==> config.mk <==
export PLATFORM = sky130hd
export DESIGN_NAME = sprite_rom_arbiter
export DESIGN_NICKNAME = d
export VERILOG_FILES = /design/src/rtl/sprite_rom_arbiter.sv
export SDC_FILE = /design/constraint.sdc
export NUM_CORES = 1
export LEC_CHECK = 0
export ABC_AREA = 1
export CORE_UTILIZATION = 45
export CTS_CLUSTER_DIAMETER = 120
export CTS_CLUSTER_SIZE = 10
export DETAILED_ROUTE_END_ITERATION = 7
export DONT_BUFFER_PORTS = 1
export SLEW_MARGIN = 30
export SYNTH_ARGS = -nofsm -noshare
export SYNTH_HDL_FRONTEND = slang
export SYNTH_SLANG_ARGS = --single-unit
==> constraint.sdc <==
create_clock -name Clk -period 5 [get_ports Clk]
set_input_delay 0.75 -clock Clk [delete_from_list [all_inputs] [get_ports Clk]]
set_output_delay 0.75 -clock Clk [all_outputs]
set_load 0.03 [all_outputs]
==> src/rtl/sprite_rom_arbiter.sv <==
// Round-robin arbiter sharing one sprite-RAM read port; tagged read data returns 1+RAM_LATENCY cycles after accept.
// Optional `SPRITE_ARB_PLAYER_PRIO_EN: requester 0 always wins and does not advance the round-robin pointer.
module sprite_rom_arbiter #(
  parameter int NUM_REQ     = 4,
  parameter int ADDR_W      = 19,
  parameter int DATA_W      = 24,
  parameter int RAM_LATENCY = 1
) (
  input  logic                      Clk,
  input  logic                      Reset,
  input  logic                      en,
  input  logic [NUM_REQ-1:0]        req,
  input  logic [NUM_REQ*ADDR_W-1:0] addr,
  output logic [NUM_REQ-1:0]        gnt,
  output logic [NUM_REQ-1:0]        rvalid,
  output logic [DATA_W-1:0]         rdata,
  output logic [ADDR_W-1:0]         mem_addr,
  input  logic [DATA_W-1:0]         mem_data
);

  localparam int PTR_W = $clog2(NUM_REQ);

  logic [PTR_W-1:0]   r_rr_ptr;
  logic [NUM_REQ-1:0] r_tag_pipe [0:RAM_LATENCY];
  logic [NUM_REQ-1:0] r_rvalid;
  logic [DATA_W-1:0]  r_rdata;
  logic [ADDR_W-1:0]  r_mem_addr;

  logic [NUM_REQ-1:0] w_rr_req;
  logic               w_prio_hit;
  logic               w_found;
  logic [PTR_W-1:0]   w_gnt_idx;
  logic [NUM_REQ-1:0] w_gnt;
  logic               w_accept;
  logic [PTR_W-1:0]   w_next_ptr;
  logic [ADDR_W-1:0]  w_sel_addr;

`ifdef SPRITE_ARB_PLAYER_PRIO_EN
  // Player bypasses the rotation; the others rotate among themselves.
  assign w_rr_req   = {req[NUM_REQ-1:1], 1'b0};
  assign w_prio_hit = req[0];
`else
  assign w_rr_req   = req;
  assign w_prio_hit = 1'b0;
`endif

  always_comb begin
    w_found   = 1'b0;
    w_gnt_idx = '0;
    w_gnt     = '0;
    if (!Reset && en) begin
      if (w_prio_hit) begin
        w_found   = 1'b1;
        w_gnt_idx = '0;
      end else begin
        for (int k = 0; k < NUM_REQ; k++) begin
          if (!w_found && w_rr_req[(int'(r_rr_ptr) + k) % NUM_REQ]) begin
            w_found   = 1'b1;
            w_gnt_idx = PTR_W'((int'(r_rr_ptr) + k) % NUM_REQ);
          end
        end
      end
      if (w_found) w_gnt[w_gnt_idx] = 1'b1;
    end
  end

  assign w_accept   = |(req & w_gnt);
  assign w_sel_addr = addr[int'(w_gnt_idx)*ADDR_W +: ADDR_W];

  always_comb begin
    w_next_ptr = r_rr_ptr;
    if (w_accept && !w_prio_hit) begin
      if (int'(w_gnt_idx) == NUM_REQ - 1) w_next_ptr = '0;
      else                                w_next_ptr = w_gnt_idx + PTR_W'(1);
    end
  end

  always_ff @(posedge Clk) begin
    if (Reset) begin
      r_rr_ptr   <= '0;
      r_mem_addr <= '0;
      r_rvalid   <= '0;
      r_rdata    <= '0;
      for (int k = 0; k <= RAM_LATENCY; k++) r_tag_pipe[k] <= '0;
    end else begin
      r_rr_ptr      <= w_next_ptr;
      if (w_accept) r_mem_addr <= w_sel_addr;
      r_tag_pipe[0] <= w_accept ? w_gnt : '0;
      for (int k = 1; k <= RAM_LATENCY; k++) r_tag_pipe[k] <= r_tag_pipe[k-1];
      // Last tag stage lines up with the RAM output for that read.
      r_rvalid <= r_tag_pipe[RAM_LATENCY];
      if (|r_tag_pipe[RAM_LATENCY]) r_rdata <= mem_data;
    end
  end

  assign gnt      = w_gnt;
  assign rvalid   = r_rvalid;
  assign rdata    = r_rdata;
  assign mem_addr = r_mem_addr;

endmodule

# --- Word level (Yosys, flattened, before mapping) ---
# Memory sizes are Yosys's and may differ from the RTL's.
# Index checks and enable logic that the tools add are counted.
classes:
  n_reduce_logical: 14
  eq_ne: 1
  mul: 1
  order_cmp: 6
  n_mux: 36
  addsub: 4
  n_shift: 1
  bitwise_logic: 6
ops:
  columns: ["cell", "count"]
  rows:
  - ["$shiftx 76x8->19", 1]
  - ["$mux 4", 5]
  - ["$mux 1", 19]
  - ["$mux 2", 7]
  - ["$lt 3x4->1 const B", 3]
  - ["$bmux 1 s2", 4]
  - ["$reduce_or 4->1", 2]
  - ["$mul 2x5->7 const B", 1]
  - ["$lt 2x3->1 const B", 2]
  - ["$reduce_or 2->1", 3]
  - ["$logic_and 1x1->1", 5]
  - ["$add 2x1->2 const B", 2]
  - ["$add 2x2->2 const B", 2]
  - ["$and 4x4->4", 1]
  - ["$logic_not 1->1", 4]
  - ["$and 1x1->1 const A", 3]
  - ["$demux 1 s2", 1]
  - ["$eq 2x1->1 const B", 1]
  - ["$ge 2x1->1 const B", 1]
  - ["$or 1x1->1", 2]
totals:
  mem_count: 1
  input_bits: 107
  out_inout_bits: 51
  elab_cells: 74
  ff_bits: 49
  ramBits: 8
mem_list:
  columns: ["memory", "depth", "width", "rd", "rd_clocked_by_memory_dff", "wr", "line", "source"]
  rows:
  - ["r_tag_pipe", 2, 4, 2, 0, 2, "24", "logic [NUM_REQ-1:0] r_tag_pipe [0:RAM_LATENCY];"]

# --- Depth between registers and ports, before layout ---
logic_depth:
  ltp_word: 27
  ltp_mapped: 16
  ltp_nobuf: 16

# --- Worst setup path after synthesis ---
# No wires, ideal clock.
synth_timing:
  kind: "input to output"
  from: "input port req[2]"
  to: "output port gnt[0]"
  n_path_buf: 1
  path_slack_ns: 1.992
  cell_stages: 10
  arrival_time_ns: 2.258
  cell_sequence: "inv_1 -> nand2_1 -> nand3_1 -> nand2_1 -> nor2_2 -> nand3_2 -> nand2_4 -> nor2_8 -> buf_2 -> nor3_1"
synth_between:
  elab_chain_len: 22
  word_cells_on_any_way: 37
  cone_classes: "order compare (2); mux (28); reduce/logical (7)"
synth_rtl:
  columns: ["item", "line", "source"]
  rows:
  - ["from (decl)", "12", "input logic [NUM_REQ-1:0] req,"]
  - ["$bmux 1 s2", "57", "if (!w_found && w_rr_req[(int'(r_rr_ptr) + k) % NUM_REQ]) begin"]
  - ["$mux 1 (not written as such)", "57", null]
  - ["$mux 1", "57", null]
  - ["$mux 1", "51", "if (!Reset && en) begin"]
  - ["$logic_not 1->1", "57", null]
  - ["$logic_and 1x1->1", "57", null]
  - ["$mux 1", "57", null]
  - ["$mux 1", "51", null]
  - ["[6 not listed]", null, null]
  - ["$mux 2", "57", null]
  - ["$mux 2", "51", null]
  - ["$lt 2x3->1 (not written as such) / $ge 2x1->1 (equally long branches)", "63", "if (w_found) w_gnt[w_gnt_idx] = 1'b1;"]
  - ["$logic_and 1x1->1 (not written as such)", "63", null]
  - ["$mux 1 (not written as such)", "63", null]
  - ["$demux 1 s2", "63", null]
  - ["$mux 4 *", "63", null]
  - ["$mux 4 *", "51", null]
  - ["to (decl)", "14", "output logic [NUM_REQ-1:0] gnt,"]
# Mark *: on every way between the ends. The rest lies on a longest branch, timed or not. The select of a mux whose other input is x is not followed.

# --- Worst setup path after layout ---
layout_timing:
  from: "register r_rr_ptr[0]"
  to: "output port gnt[1]"
layout_between:
  elab_chain_len: 22
  word_cells_on_any_way: 40
  cone_classes: "add/sub (3); order compare (2); mux (28); reduce/logical (7)"
layout_rtl:
  columns: ["item", "line", "source"]
  rows:
  - ["from (decl)", "23", "logic [PTR_W-1:0] r_rr_ptr;"]
  - ["from (signal assigned)", "86", "r_rr_ptr <= w_next_ptr;"]
  - ["parallel branches: the longest is 20 deep, another holds $add 2x1->2", null, null]
  - ["$mux 4 *", "63", null]
  - ["$mux 4 *", "51", null]
# Every way passes the cells marked *. The select of a mux whose other input is x is not followed.

==> impl_metrics.toml <==
[clocking]
cts_resized = 0
clk_pin_slew_ps = 70
clkLatencyLatePin_ps = 330
cts_buffers = 9
post_cts_buffers = 0
cts_sinks = 57
clock-root-buffer = "clkbuf_8"
ctsHoldBuffers = 0
htreeDepth = 3
clock_path_buffers = 2
cts_tree = "built"

[timing]
finalSetupViolCount = 0
finalHoldViolCount = 0
tightest_slew_ps = 702
tns_ps = 0
drv_slew = 0
worst_slack_ps = 1410
rsz0062_at_grt = "false"
period_needed_ps = 3590
worst_clock_skew_ps = 10.4
max_slew_margin_pct = 53.1
max_freq_mhz = 279
period_share_pct = 71.8

[worst_hold_path]
hold_path_class = "register to register"

[placement]
gp_congestion = 0.955
preCtsSetupSlack_ps = 1750
port_buffers = 0
dp_hpwl_um = 4970

[critical_path]
worst_setup_path_start_kind = "register"
slowest_stage = "dfxtp_1"
slowest_delay_ps = 580
cp.arrival_ps = 2840
crit_path_end_kind = "primary output"
worstSetupPathType = "register to primary output"
worstPathCellList = "inv_2 -> nand2_1 -> nand2_1 -> nor2_1 -> a21oi_1 -> nand3_2 -> nand2_4 -> nor2_8 -> inv_2 -> nor2_1"
critPathMaxFanout = 25
critPathRequiredTime_ps = 4250

[global_routing]
met2_usage_pct = 32.8
grt_pass1_wl_um = 10400
grt_max_degree = 44
grt_pass1_vias = 2184
grt_util_all_layers_pct = 20.5
antenna_found_initial = 0
overflow = 0
busiest_layer = "met2"
met1_usage_pct = 24.5
grt.met3_usage_pct = 8.79

[finish]
diodes = 0
register_area_um2 = 1140
multi_input_area_um2 = 1500
area_growth_pct = 5.34
nNetsFinal = 523
nFillCells = 654
drive_gt1_share_pct = 10.9

[drt]
routed_wl_um = 7180
drt_iter0_drc = 87
drtPass1Iterations = 4
routed_via_density = 5.38
final_antenna_net_count = 0
wire_per_inst_um = 14.5
drc_errors = 0
dr_total_vias = 2666

[die]
start_util_pct = 47.9
ioPinCount = 158
die-area_um2 = 6780
fp.dieH_um = 82.4
core_area_um2 = 6060
dieWidth_um = 82.4
rows = 28

[synth]
synth_top_area_cell = "dfxtp_1"
syn_area_um2 = 2910
syn_inst = 429
yosysTopAreaCellShare_pct = 39.3
yosysWarningCount = 0
yosys-top-cells-area = "dfxtp_1 39%, nand3_1 14%, nand2_1 12%"
synth_nets = 536
yosysUniqueCellTypes = 24
yosysSeqAreaShare_pct = 39.3
synth_seq_cells = 57
synth.avg_cell_area_um2 = 6.77

[power]
p_per_area_nw_per_um2 = 422
p_leak_nw = 1.36
vdd_drop_max_mv = 0.200

[run]
cap_violations = 0

[outcome]
status = "complete, no violations"
## stage by stage
stage	hold slack [ps]	cells	util [%]	power, mW	area (um2)
after floorplan	388	429	-	0.842	2910
after global placement	390	480	47.3	0.871	2860
after detailed placement	399	480	47.3	0.876	2860
after CTS	400	496	50.5	1.30	3060
after global routing	418	496	50.5	1.37	3060
final	396	496	50.5	1.29	3060
## cells in the mapped netlist
library cell,number
nand2_1,95
nand3_1,80
nor2_1,64
dfxtp_1,57
o21ai_0,43
inv_1,19
clkbuf_1,13
a21oi_1,11
a21oi_2,10
buf_4,6
buf_6,6
buf_2,5
inv_2,4
nand3_2,3
nand2_2,2
nand2_4,2
nor3_1,2
a211oi_1,1
a31oi_1,1
nand4_1,1
nor2_2,1
nor2_8,1
nor4_1,1
o21ai_2,1
## layout make-up
cell class,count,share of cell area (%)
sequential,57,37.3
clock inverter,5,1.80
clock buffer,11,4.62
tap,75,3.07
inverter,23,2.82
multi-input combinational,319,48.9
timing repair buffer,6,1.47
## power by group
group / internal, mW / switching (mW)
combinational: 0.0788 / 0.167
sequential: 0.502 / 0.115
clock: 0.242 / 0.186
total: 0.823 / 0.468
## logic make-up (layout without fill, tap and decap cells)
group / count (synthesis) / in the layout / share of synthesized area, %
compound gates: 67 / 67 / 13.1
buf+inv: 53 / 45 / 9.39
simple gates: 252 / 252 / 38.2
flops: 57 / 57 / 39.3
## worst max-delay path: cells and delay by family, from the launching register on
family                 cells  cell delay (ps)
buffers and inverters      2              460
and+or+nand+nor            7             1380
AOI/OAI and AO/OA          1               70
DFF                        1              580
## final timing paths
kind,from,endpoint,slack (ps),cells after the start
max,r_rr_ptr[0],gnt[1],1410,10
min reg2reg,r_tag_pipe[0][0],r_tag_pipe[0][4],400,2
max reg2reg,r_rr_ptr[0],r_rr_ptr[1],2140,14
min,r_tag_pipe[0][0],r_tag_pipe[0][4],400,2
## placed cells by master, fill, tap and decap left out, drive strengths merged
| cell | netlist | routed |
|---|---|---|
| inv | 23 | 23 |
| nand2 | 99 | 99 |
| a211oi | 1 | 1 |
| dfxtp | 57 | 57 |
| a31oi | 1 | 1 |
| nor2 | 66 | 66 |
| nand4 | 1 | 1 |
| o21ai | 44 | 44 |
| nor3 | 2 | 2 |
| clkinv | 0 | 2 |
| bufinv | 0 | 1 |
| a21oi | 21 | 21 |
| nor4 | 1 | 1 |
| buf | 17 | 6 |
| clkbuf | 13 | 11 |
| nand3 | 83 | 83 |
| clkinvlp | 0 | 2 |
## flip-flops by register name, indices dropped and copies added, names as in the netlist
signal / count
rdata: 24
mem_addr: 19
r_tag_pipe: 8
rvalid: 4
r_rr_ptr: 2
## per-layer routing
| layer | up-vias | share of wire, % | wire length, um |
|---|---|---|---|
| met5 | - | 0 | 0 |
| met4 | 0 | 0.64 | 46 |
| met3 | 4 | 12 | 873 |
| met2 | 119 | 48 | 3440 |
| met1 | 1169 | 39 | 2820 |
| li1 | 1374 | - | - |
No activity file was read; power rests on OpenSTA's default activity.
